File: config.mk
export PLATFORM = sky130hd
export DESIGN_NAME = spi_slave
export DESIGN_NICKNAME = d
export VERILOG_FILES = /design/src/rtl/spi_slave.sv
export SDC_FILE = /design/constraint.sdc
export NUM_CORES = 1
export LEC_CHECK = 0
export ABC_AREA = 1
export CELL_PAD_IN_SITES_DETAIL_PLACEMENT = 2
export CELL_PAD_IN_SITES_GLOBAL_PLACEMENT = 2
export CORE_AREA = 2 2 70 85
export CTS_CLUSTER_DIAMETER = 40
export DETAILED_ROUTE_END_ITERATION = 8
export DIE_AREA = 0 0 72 87
export GPL_TIMING_DRIVEN = 1
export PLACE_DENSITY = 0.87
export SLEW_MARGIN = 20
export SYNTH_ARGS = -nofsm -noshare
export SYNTH_HDL_FRONTEND = slang
export SYNTH_SLANG_ARGS = --single-unit
File: constraint.sdc
create_clock -name clk_in -period 1.9 [get_ports clk_in]
set_input_delay 0.38 -clock clk_in [delete_from_list [all_inputs] [get_ports clk_in]]
set_output_delay 0.38 -clock clk_in [all_outputs]
set_load 0.05 [all_outputs]
File: src/rtl/spi_slave.sv
// spi_slave: SPI responder for the 8-bit, MSB-first link from our SPI master.
// SCK idles high; MOSI is captured on SCK rise and MISO is updated on SCK fall.
// All pins are oversampled on clk_in. Bursts are supported while CS stays low.
// Optional macro SPI_SLAVE_ABORT_FLAG_EN adds the abort / abort_bits outputs,
// which report a CS rise that cut a word short.
module spi_slave #(
    parameter int unsigned DATA_WIDTH  = 8,
    parameter int unsigned SYNC_STAGES = 2,
    parameter logic        MISO_IDLE   = 1'b1
) (
    input  logic                  clk_in,
    input  logic                  reset_in,
    input  logic                  SCK,
    input  logic                  CS,
    input  logic                  MOSI,
    output logic                  MISO,
    input  logic [DATA_WIDTH-1:0] data_in,
    output logic                  tx_req,
    output logic [DATA_WIDTH-1:0] data_out,
    output logic                  data_out_valid,
`ifdef SPI_SLAVE_ABORT_FLAG_EN
    output logic                  abort,
    output logic [3:0]            abort_bits,
`endif
    output logic                  busy
);

    localparam int unsigned    IDX_W   = (DATA_WIDTH > 1) ? $clog2(DATA_WIDTH) : 1;
    localparam logic [IDX_W-1:0] IDX_MSB = IDX_W'(DATA_WIDTH - 1);

    typedef enum logic {
        ST_IDLE,
        ST_ACTIVE
    } state_t;

    state_t                 state;
    logic [SYNC_STAGES-1:0] sck_pipe;
    logic [SYNC_STAGES-1:0] cs_pipe;
    logic [SYNC_STAGES-1:0] mosi_pipe;
    logic                   sck_hist;
    logic                   cs_hist;
    logic                   sck_sync;
    logic                   cs_sync;
    logic                   mosi_sync;
    logic                   sck_rise;
    logic                   sck_fall;
    logic                   cs_rise;
    logic                   cs_fall;
    logic [IDX_W-1:0]       idx;
    logic [DATA_WIDTH-1:0]  tx_shift;
    // Only the low W-1 received bits need storing; the last bit arrives
    // live from mosi_sync when the word completes.
    logic [DATA_WIDTH-2:0]  rx_shift;
    logic [DATA_WIDTH-1:0]  rx_word;

    // Synchronizer chains plus one history flop for SCK and CS edge detection
    always_ff @(posedge clk_in) begin
        if (reset_in) begin
            sck_pipe  <= '1;
            cs_pipe   <= '1;
            mosi_pipe <= '1;
            sck_hist  <= 1'b1;
            cs_hist   <= 1'b1;
        end else begin
            sck_pipe  <= {sck_pipe[SYNC_STAGES-2:0], SCK};
            cs_pipe   <= {cs_pipe[SYNC_STAGES-2:0], CS};
            mosi_pipe <= {mosi_pipe[SYNC_STAGES-2:0], MOSI};
            sck_hist  <= sck_sync;
            cs_hist   <= cs_sync;
        end
    end

    // Edge decode and the word formed by the bit arriving now
    always_comb begin
        sck_sync  = sck_pipe[SYNC_STAGES-1];
        cs_sync   = cs_pipe[SYNC_STAGES-1];
        mosi_sync = mosi_pipe[SYNC_STAGES-1];
        sck_rise  = sck_sync & ~sck_hist;
        sck_fall  = ~sck_sync & sck_hist;
        cs_rise   = cs_sync & ~cs_hist;
        cs_fall   = ~cs_sync & cs_hist;
        rx_word   = {rx_shift, mosi_sync};
    end

    // Transfer FSM; CS edges take priority over SCK edges in the same cycle
    always_ff @(posedge clk_in) begin
        if (reset_in) begin
            state          <= ST_IDLE;
            MISO           <= MISO_IDLE;
            data_out       <= '0;
            data_out_valid <= 1'b0;
            tx_req         <= 1'b0;
            busy           <= 1'b0;
            idx            <= IDX_MSB;
            rx_shift       <= '0;
            tx_shift       <= '0;
`ifdef SPI_SLAVE_ABORT_FLAG_EN
            abort          <= 1'b0;
            abort_bits     <= '0;
`endif
        end else begin
            data_out_valid <= 1'b0;
            tx_req         <= 1'b0;
`ifdef SPI_SLAVE_ABORT_FLAG_EN
            abort          <= 1'b0;
`endif
            case (state)
                ST_IDLE: begin
                    if (cs_fall) begin
                        state    <= ST_ACTIVE;
                        busy     <= 1'b1;
                        tx_shift <= data_in;
                        MISO     <= data_in[DATA_WIDTH-1];
                        idx      <= IDX_MSB;
                        rx_shift <= '0;
                        tx_req   <= 1'b1;
                    end
                end
                ST_ACTIVE: begin
                    if (cs_rise) begin
                        state <= ST_IDLE;
                        busy  <= 1'b0;
                        idx   <= IDX_MSB;
                        MISO  <= MISO_IDLE;
`ifdef SPI_SLAVE_ABORT_FLAG_EN
                        if (idx != IDX_MSB) begin
                            abort      <= 1'b1;
                            abort_bits <= 4'(IDX_MSB - idx);
                        end
`endif
                    end else if (sck_rise) begin
                        rx_shift <= rx_word[DATA_WIDTH-2:0];
                        if (idx == '0) begin
                            data_out       <= rx_word;
                            data_out_valid <= 1'b1;
                            tx_shift       <= data_in;
                            tx_req         <= 1'b1;
                            idx            <= IDX_MSB;
                        end else begin
                            idx <= idx - 1'b1;
                        end
                    end else if (sck_fall) begin
                        MISO <= tx_shift[idx];
                    end
                end
                default: state <= ST_IDLE;
            endcase
        end
    end

endmodule

==> results.env, run 1 <==
STATUS='complete, no violations'
PERIOD_NEEDED_PS=1834
CTS_HTREE_LEVELS=2
WORSTHOLDSTART='cs_pipe[0]$_SDFF_PP1_'
CTS.SINKS=39
PRE_CTS_WS_PS=73.76
CELLPOWERDENSITY_nW_PER_UM2=850.2
WORST_SLEW_MARGIN_REL_PCT=66.59
FLOW.AREA_GROWTH_FROM_SYNTHESIS_PCT=28.24
TIMING.FINAL.HOLD_VIOLATIONS=0
DRT_FIRST_ITER_VIOLATIONS=67
PATH_BUF_INV=1
LATER_PIN_CLOCK_LATENCY_IN_THE_SKEW_REPORT_PS=290
DESIGN_POWER_TOTAL_mW=1.715
NUMBER_OF_ANTENNA_VIOLATIONS_AT_THE_FIRST_CHECK_IN_GLOBAL_ROUTING=0
SETUP.WORST_PATH.CLASS='flop to output port'
POST_SYNTH_NUM_CELL_TYPES=25
CAP_VIOL_MAX_COUNT=0
SYNTH_LARGEST_AREA_CELL='dfxtp_1'
WIRE_LENGTH_REPORTED_BY_THE_DETAILED_ROUTER_UM=4250
SYNTH_TOP_AREA_SHARE_PCT=49.64
DIE_WIDTH_UM=72
POWER.LEAKAGE_nW=0.9250
TIMING.FINAL.SETUP_VIOLATIONS=0
AVGSYNTHCELLAREA_UM2=7.903
SLEW_AT_THE_PIN_WITH_THE_WORST_MAX_SLEW_SLACK_PS=499.6
VIA_COUNT_OF_THE_FIRST_GLOBAL_ROUTING_PASS=1463
FINAL_CRITICAL_PATH_SETUP_SLACK_PS=65.56
CTS-ROOT-TO-SINK-BUFFERS=2
WORST_HOLD_PATH_TYPE='flop to flop'
DRC_ERRORS=0
YOSYSMOSTFREQUENTCELL='nand2_1'
MAX_FREQ_MHz=545.1
ASYNCSETRESETFLOPFRACSYNTH_PCT=0
DIE_H_UM=87
NETLIST_TOP_CELLS_AREA='dfxtp_1, nand2_1, nor2_1'
TIMING.FINAL.CRIT_SHARE_PCT=96.55
SYNTH_COMMONEST_CELLS='nand2_1, dfxtp_1, nor2_1, a21oi_1, inv_1'
ROUTE.VIAS.TOTAL=1396
FINALMAXSLEWVIOLATIONS=0
WORST_R2R_ENDPOINT='tx_shift[6]$_SDFFE_PP0P_'
PLACE.GP.CONGESTION=0.8585
ARRIVAL_TIME_AT_THE_WORST_ENDPOINT_PS=1450
NUMBER_OF_ENABLE_TYPE_REGISTER_CELLS_IN_THE_SYNTHESIZED_NETLIST=0
SYNTH-SEQ-CELLS=39
OVERFLOW_LEFT_AFTER_GLOBAL_ROUTING=0
CP_DATA_REQUIRED_TIME_PS=1520
GRTUSAGEMET2_PCT=27.02
TOTALNEGATIVESETUPSLACK_PS=0
N_ANTENNA_CELL=0
NUMBER_OF_NETS_IN_THE_SYNTHESIZED_NETLIST=214
SYNTH_TOP_FLOP_CELL='dfxtp_1'
WORST_PATH_LARGEST_CELL_DELAY_PS=810
FLOORPLAN.CORE_AREA_UM2=5518
DRTPASS1ITERATIONS=3
GRT_PASS1_WL_UM=7107
NUMPORTBUFFERS=24
SYN_AREA_UM2=1573
SYNTH_SEQUENTIAL_AREA_RATIO_PCT=49.64
SETUP.REG_TO_REG.WORST_SLACK_PS=160
RSZ_0062_RAISED_AFTER_GLOBAL_ROUTING='false'
PEAKVDDDROP_mV=0.2956
WORSTREG2REGSTART='idx[0]$_SDFFE_PP1P_'
DIE_AREA_UM2=6264
TRACK_USAGE_PCT=14.72
FINAL_LAYOUT_SIZE_SUFFIX_GT1_SHARE_PCT=15.52
START_UTIL_PCT=28.50
CLK_TRANSITION_REPORTED_PATHS_PS=80
CPMAXSTAGEDELAYCELL='clkdlybuf4s50_1'
GRT_MAX_DEGREE=22
CRIT_CHAIN='clkdlybuf4s50_1'
GLOBAL_ROUTE.PEAK_USAGE_LAYER='met2'
FINAL_NETS=246
USE_MET1_PCT=16.29
MIN_TO='cs_pipe[1]$_SDFF_PP1_'
FP-ROW-COUNT=30
POSTROUTEANTENNANETS=0
CTS.ROOT.BUFFER_CELL='clkbuf_8'
WORST_PATH_DOMINANT_CELL_FAMILY='buffers and inverters'
WORSTSETUPENDPOINTTYPE='output port'
ROUTED_WIRE_LENGTH_PER_INSTANCE_UM=14.36
TRITONCTS.NUM_BUFFERS=5
GRT.MET3_USAGE_PCT=2.778
CRITPATHMAXFANOUT=2
DETAIL_ROUTE.VIAS_PER_CELL=4.716
IO_PINS=25
HOLD_DEPTH=1
PLACE.DETAILED.HPWL_UM=3015
REG2REG_DEPTH=10
TRITONCTS='yes'
YOSYS_WARNINGS=0
POST_SYNTH_INST_COUNT=199
START_KIND='flop'
CLOCK-SKEW-FINAL_PS=2.792
[flip-flops by register name (all words and copies together) (netlist names)]
register and count:
sck_pipe 2, rx_shift 7, mosi_pipe 2, sck_hist 1, state 1, tx_req 1
cs_pipe 2, idx 3, tx_shift 8, data_out_valid 1, MISO 1, busy 1
cs_hist 1, data_out 8
[worst max path at each step]
stage | start | to | slack, ps | cells after the start
after CTS | idx[0]$_SDFFE_PP1P_ | tx_shift[3]$_SDFFE_PP0P_ | 20 | 10
after detailed placement | idx[0]$_SDFFE_PP1P_ | tx_shift[6]$_SDFFE_PP0P_ | 70 | 10
final | data_out[3]$_SDFFE_PP0P_ | data_out[3] | 70 | 1
after global placement | idx[0]$_SDFFE_PP1P_ | tx_shift[1]$_SDFFE_PP0P_ | 230 | 10
after global routing | idx[0]$_SDFFE_PP1P_ | tx_shift[3]$_SDFFE_PP0P_ | 4 | 10
after floorplan | idx[0]$_SDFFE_PP1P_ | data_out[1]$_SDFFE_PP0P_ | 420 | 10
[power breakdown]
group	total, mW	switching, mW	leakage [nW]	internal (mW)
combinational	0.134	0.0741	0.546	0.0602
clock	0.725	0.300	0.0612	0.425
sequential	0.855	0.0158	0.317	0.839
[worst register-to-register path: stages (launching register included)]
cell and delay [ps]:
dfxtp_1 370, inv_2 130, ha_1 150, inv_1 50
nor2_1 180, nand2_1 180, nor2_8 230, buf_4 180
o21bai_1 60, nand2_1 70, nor2_1 40
[timing repair]
| action | 4_1_cts | 5_1_grt |
|---|---|---|
| gates resized for setup | 0 | 1 |
| hold buffers | 0 | 0 |
| setup endpoints to repair | 0 | 17 |
| buffers inserted | 0 | 4 |
[cell families after synthesis]
logic type / after synthesis / synth area share [%]
AND/OR/NAND/NOR: 106 / 30.87
flip-flops: 39 / 49.64
AO/OA/AOI/OAI: 33 / 12.17
buffers and inverters: 19 / 5.728
adder cells (fa/ha/maj): 2 / 1.591
[placed cells by master, fill, tap and decap left out]
cell	count
nand2_2	1
inv_2	2
nor2_1	37
o21ai_1	2
nor2_8	1
nor2_2	3
ha_1	2
a21oi_1	11
a21oi_2	1
inv_1	10
nand4_1	1
inv_4	1
or2_2	6
nand2_4	2
clkdlybuf4s50_1	21
o21ai_0	10
dfxtp_1	39
bufinv_16	1
o21bai_1	8
nand3_1	9
clkinv_2	1
nand3b_1	1
clkbuf_8	6
nand2_1	44
nand3_4	1
o31ai_1	1
buf_4	10
[area by class of cell]
class,count,area [µm²]
clock buffer,6,82.58
clock inverter,2,35.03
fill,641,3501
inverter,13,51.30
multi-input combinational,141,701.9
sequential,39,780.7
tap,64,80.08
timing repair buffer,31,285.3
[layer usage]
metal | share of wire (%) | vias to the layer above
met1 | 42 | 673
met2 | 53 | 18
li1 | - | 695
met5 | 0 | -
met4 | 2.6 | 0
met3 | 2.2 | 10
[per-stage QoR]
step / instances / instance area [µm²] / utilization, % / hold WS (ps)
2_1_floorplan: 199 / 1573 / - / 389.5
3_3_place_gp: 284 / 1869 / 33.88 / 392.3
3_5_place_dp: 284 / 1869 / 33.88 / 401.4
4_1_cts: 292 / 1987 / 36.01 / 422.8
5_1_grt: 296 / 2017 / 36.55 / 429.8
6_report: 296 / 2017 / 36.55 / 416.3
Power figures use the tool's default switching activity.
==> inputs of run 2 (changes only) <==
- MAX_ROUTING_LAYER: default -> met4
- SLEW_MARGIN: 20 -> default
==> run 2 against run 1 <==
Final area is the same. Cell count stayed put. First-iteration DRC count is 1.5% higher. Via count is 0.21% lower. Sequential power about the same. Critical path type unchanged. Largest power group unchanged. Utilization did not move. Maximum frequency about the same. Routed wire length about the same. Sequential share of layout area did not move. Register-to-register slack about the same. Critical endpoint unchanged. Clock power about the same.
==> results.env, run 2 (synthesis gave the netlist of run 1 again) <==
GRT_MAX_DEGREE=22
P_SWITCHING_mW=0.3905
DIE_H_UM=87
STATUS='complete, no violations'
CTS.SINKS=39
DRC_ERRORS=0
TIMING.FINAL.HOLD_VIOLATIONS=0
CRIT_CHAIN='clkdlybuf4s50_1'
WORST-PATH-STAGES=1
CPMAXSTAGEDELAYCELL='clkdlybuf4s50_1'
DIE_AREA_UM2=6264
HIGHEST_COUNT_CELLS_IN_THE_LAYOUT_IGNORING_FILL_AND_TAPS='nand2_1, dfxtp_1, nor2_1'
VIA_COUNT_OF_THE_FIRST_GLOBAL_ROUTING_PASS=1464
P_CLK_SHARE_PCT=42.3
SETUP.WORST_PATH.CLASS='flop to output port'
CP_DATA_REQUIRED_TIME_PS=1520
CTS.ROOT.BUFFER_CELL='clkbuf_8'
START_KIND='flop'
CLK_TRANSITION_REPORTED_PATHS_PS=80
INSTANCES_NO_FILL=296
TIMING.FINAL.SETUP_VIOLATIONS=0
MOST_COMMON_LIBRARY_CELL_IN_THE_LAYOUT_IGNORING_FILL_AND_TAPS='nand2_1'
FINAL_LAYOUT_SIZE_SUFFIX_GT1_SHARE_PCT=15.52
TIMING.FINAL.CRIT_SHARE_PCT=96.56
POWER.LEAKAGE_nW=0.9250
WIRE_LENGTH_REPORTED_BY_THE_DETAILED_ROUTER_UM=4254
RSZ_0062_RAISED_AFTER_GLOBAL_ROUTING='false'
ROUTE.VIAS.TOTAL=1393
REG2REG_DEPTH=10
LATER_PIN_CLOCK_LATENCY_IN_THE_SKEW_REPORT_PS=290
DRTPASS1ITERATIONS=3
CRITPATHMAXFANOUT=2
MAX_FREQ_MHz=545.1
NUMBER_OF_ANTENNA_VIOLATIONS_AT_THE_FIRST_CHECK_IN_GLOBAL_ROUTING=0
FLOORPLAN.CORE_AREA_UM2=5518
DRT_FIRST_ITER_VIOLATIONS=68
PRE_CTS_WS_PS=73.76
HOLD_DEPTH=1
WORST_PATH_LARGEST_CELL_DELAY_PS=810
TRITONCTS.NUM_BUFFERS=5
PEAKVDDDROP_mV=0.2956
WORSTSETUPENDPOINTTYPE='output port'
WORST_PATH_DOMINANT_CELL_FAMILY='buffers and inverters'
NUMPORTBUFFERS=24
POSTCTSHOLDBUFS=0
CTS_HTREE_LEVELS=2
PLACE.DETAILED.HPWL_UM=3015
POSTROUTEANTENNANETS=0
ARRIVAL_TIME_AT_THE_WORST_ENDPOINT_PS=1450
START_UTIL_PCT=28.50
TRITONCTS='yes'
PLACE.GP.CONGESTION=0.8723
DETAIL_ROUTE.VIAS_PER_CELL=4.706
WHS_PS=416.3
DP.CELLS=284
DIE_WIDTH_UM=72
CTS-ROOT-TO-SINK-BUFFERS=2
SEQ_POWER_SHARE_PCT=49.9
CLOCK-SKEW-FINAL_PS=2.510
CELLPOWERDENSITY_nW_PER_UM2=850.3
PERIOD_NEEDED_PS=1835
INTERNAL_POWER_mW=1.324
POWER.SWITCHING_FRACTION_PCT=22.77
FP-ROW-COUNT=30
FIN_UTIL_PCT=36.55
WORST_SLEW_MARGIN_REL_PCT=66.59
REG_TOP3='data_out x8, tx_shift x8, rx_shift x7'
GRT_PASS1_WL_UM=7127
PATH_BUF_INV=1
FINALMAXSLEWVIOLATIONS=0
ROUTED_WIRE_LENGTH_PER_INSTANCE_UM=14.37
N_ANTENNA_CELL=0
FLOW.AREA_GROWTH_FROM_SYNTHESIS_PCT=28.24
OVERFLOW_LEFT_AFTER_GLOBAL_ROUTING=0
WORST_HOLD_PATH_TYPE='flop to flop'
FINAL_NETS=246
IO_PINS=25
FINAL_CRITICAL_PATH_SETUP_SLACK_PS=65.42
COMBPWRFRAC_PCT=7.8
SLEW_AT_THE_PIN_WITH_THE_WORST_MAX_SLEW_SLACK_PS=499.6
CAP_VIOL_MAX_COUNT=0
TOTALNEGATIVESETUPSLACK_PS=0
TRACK_USAGE_PCT=15.17
## run 2: cell counts in the layout (fill, tap and decap cells not counted)
No cell type changed its count.
## run 2: power groups by stage
| stage | Clock, mW | Combinational, mW | Sequential, mW |
|---|---|---|---|
| after floorplan | 0 | 0.0690 | 0.882 |
| after global placement | 0 | 0.131 | 0.874 |
| after detailed placement | 0 | 0.135 | 0.874 |
| after CTS | 0.744 | 0.137 | 0.855 |
| after global routing | 0.778 | 0.151 | 0.857 |
| final | 0.726 | 0.134 | 0.855 |
## run 2: layout make-up
type,count,area [µm²]
Multi-Input combinational cell,141,701.9
Fill cell,641,3501
Inverter,13,51.30
Timing Repair Buffer,31,285.3
Clock buffer,6,82.58
Clock inverter,2,35.03
Sequential cell,39,780.7
Tap cell,64,80.08
## run 2: path summary, 6_finish.rpt
path	from	end	slack, ps
worst max register to register	idx[0]$_SDFFE_PP1P_	tx_shift[6]$_SDFFE_PP0P_	160
worst max-delay path	data_out[3]$_SDFFE_PP0P_	data_out[3]	70
worst min-delay path	cs_pipe[0]$_SDFF_PP1_	cs_pipe[1]$_SDFF_PP1_	420
worst min register to register	cs_pipe[0]$_SDFF_PP1_	cs_pipe[1]$_SDFF_PP1_	420
## run 2: stage by stage
step           total power [mW]  cell area (µm²)
6_report                  1.715             2017
5_1_grt                   1.786             2017
2_1_floorplan            0.9511             1573
3_3_place_gp              1.005             1869
3_5_place_dp              1.009             1869
4_1_cts                   1.736             1987
## run 2: per-layer routing
| layer | routed length [µm] | global-route usage [%] |
|---|---|---|
| met4 | 111 | 6.518 |
| met1 | 1788 | 16.36 |
| met2 | 2260 | 27.02 |
| met3 | 93 | 2.778 |
| met5 | 0 | - |
## run 2: timing repair
action	CTS	global route
gates resized for setup	0	1
buffers inserted	0	4
endpoints found under the setup margin	0	17
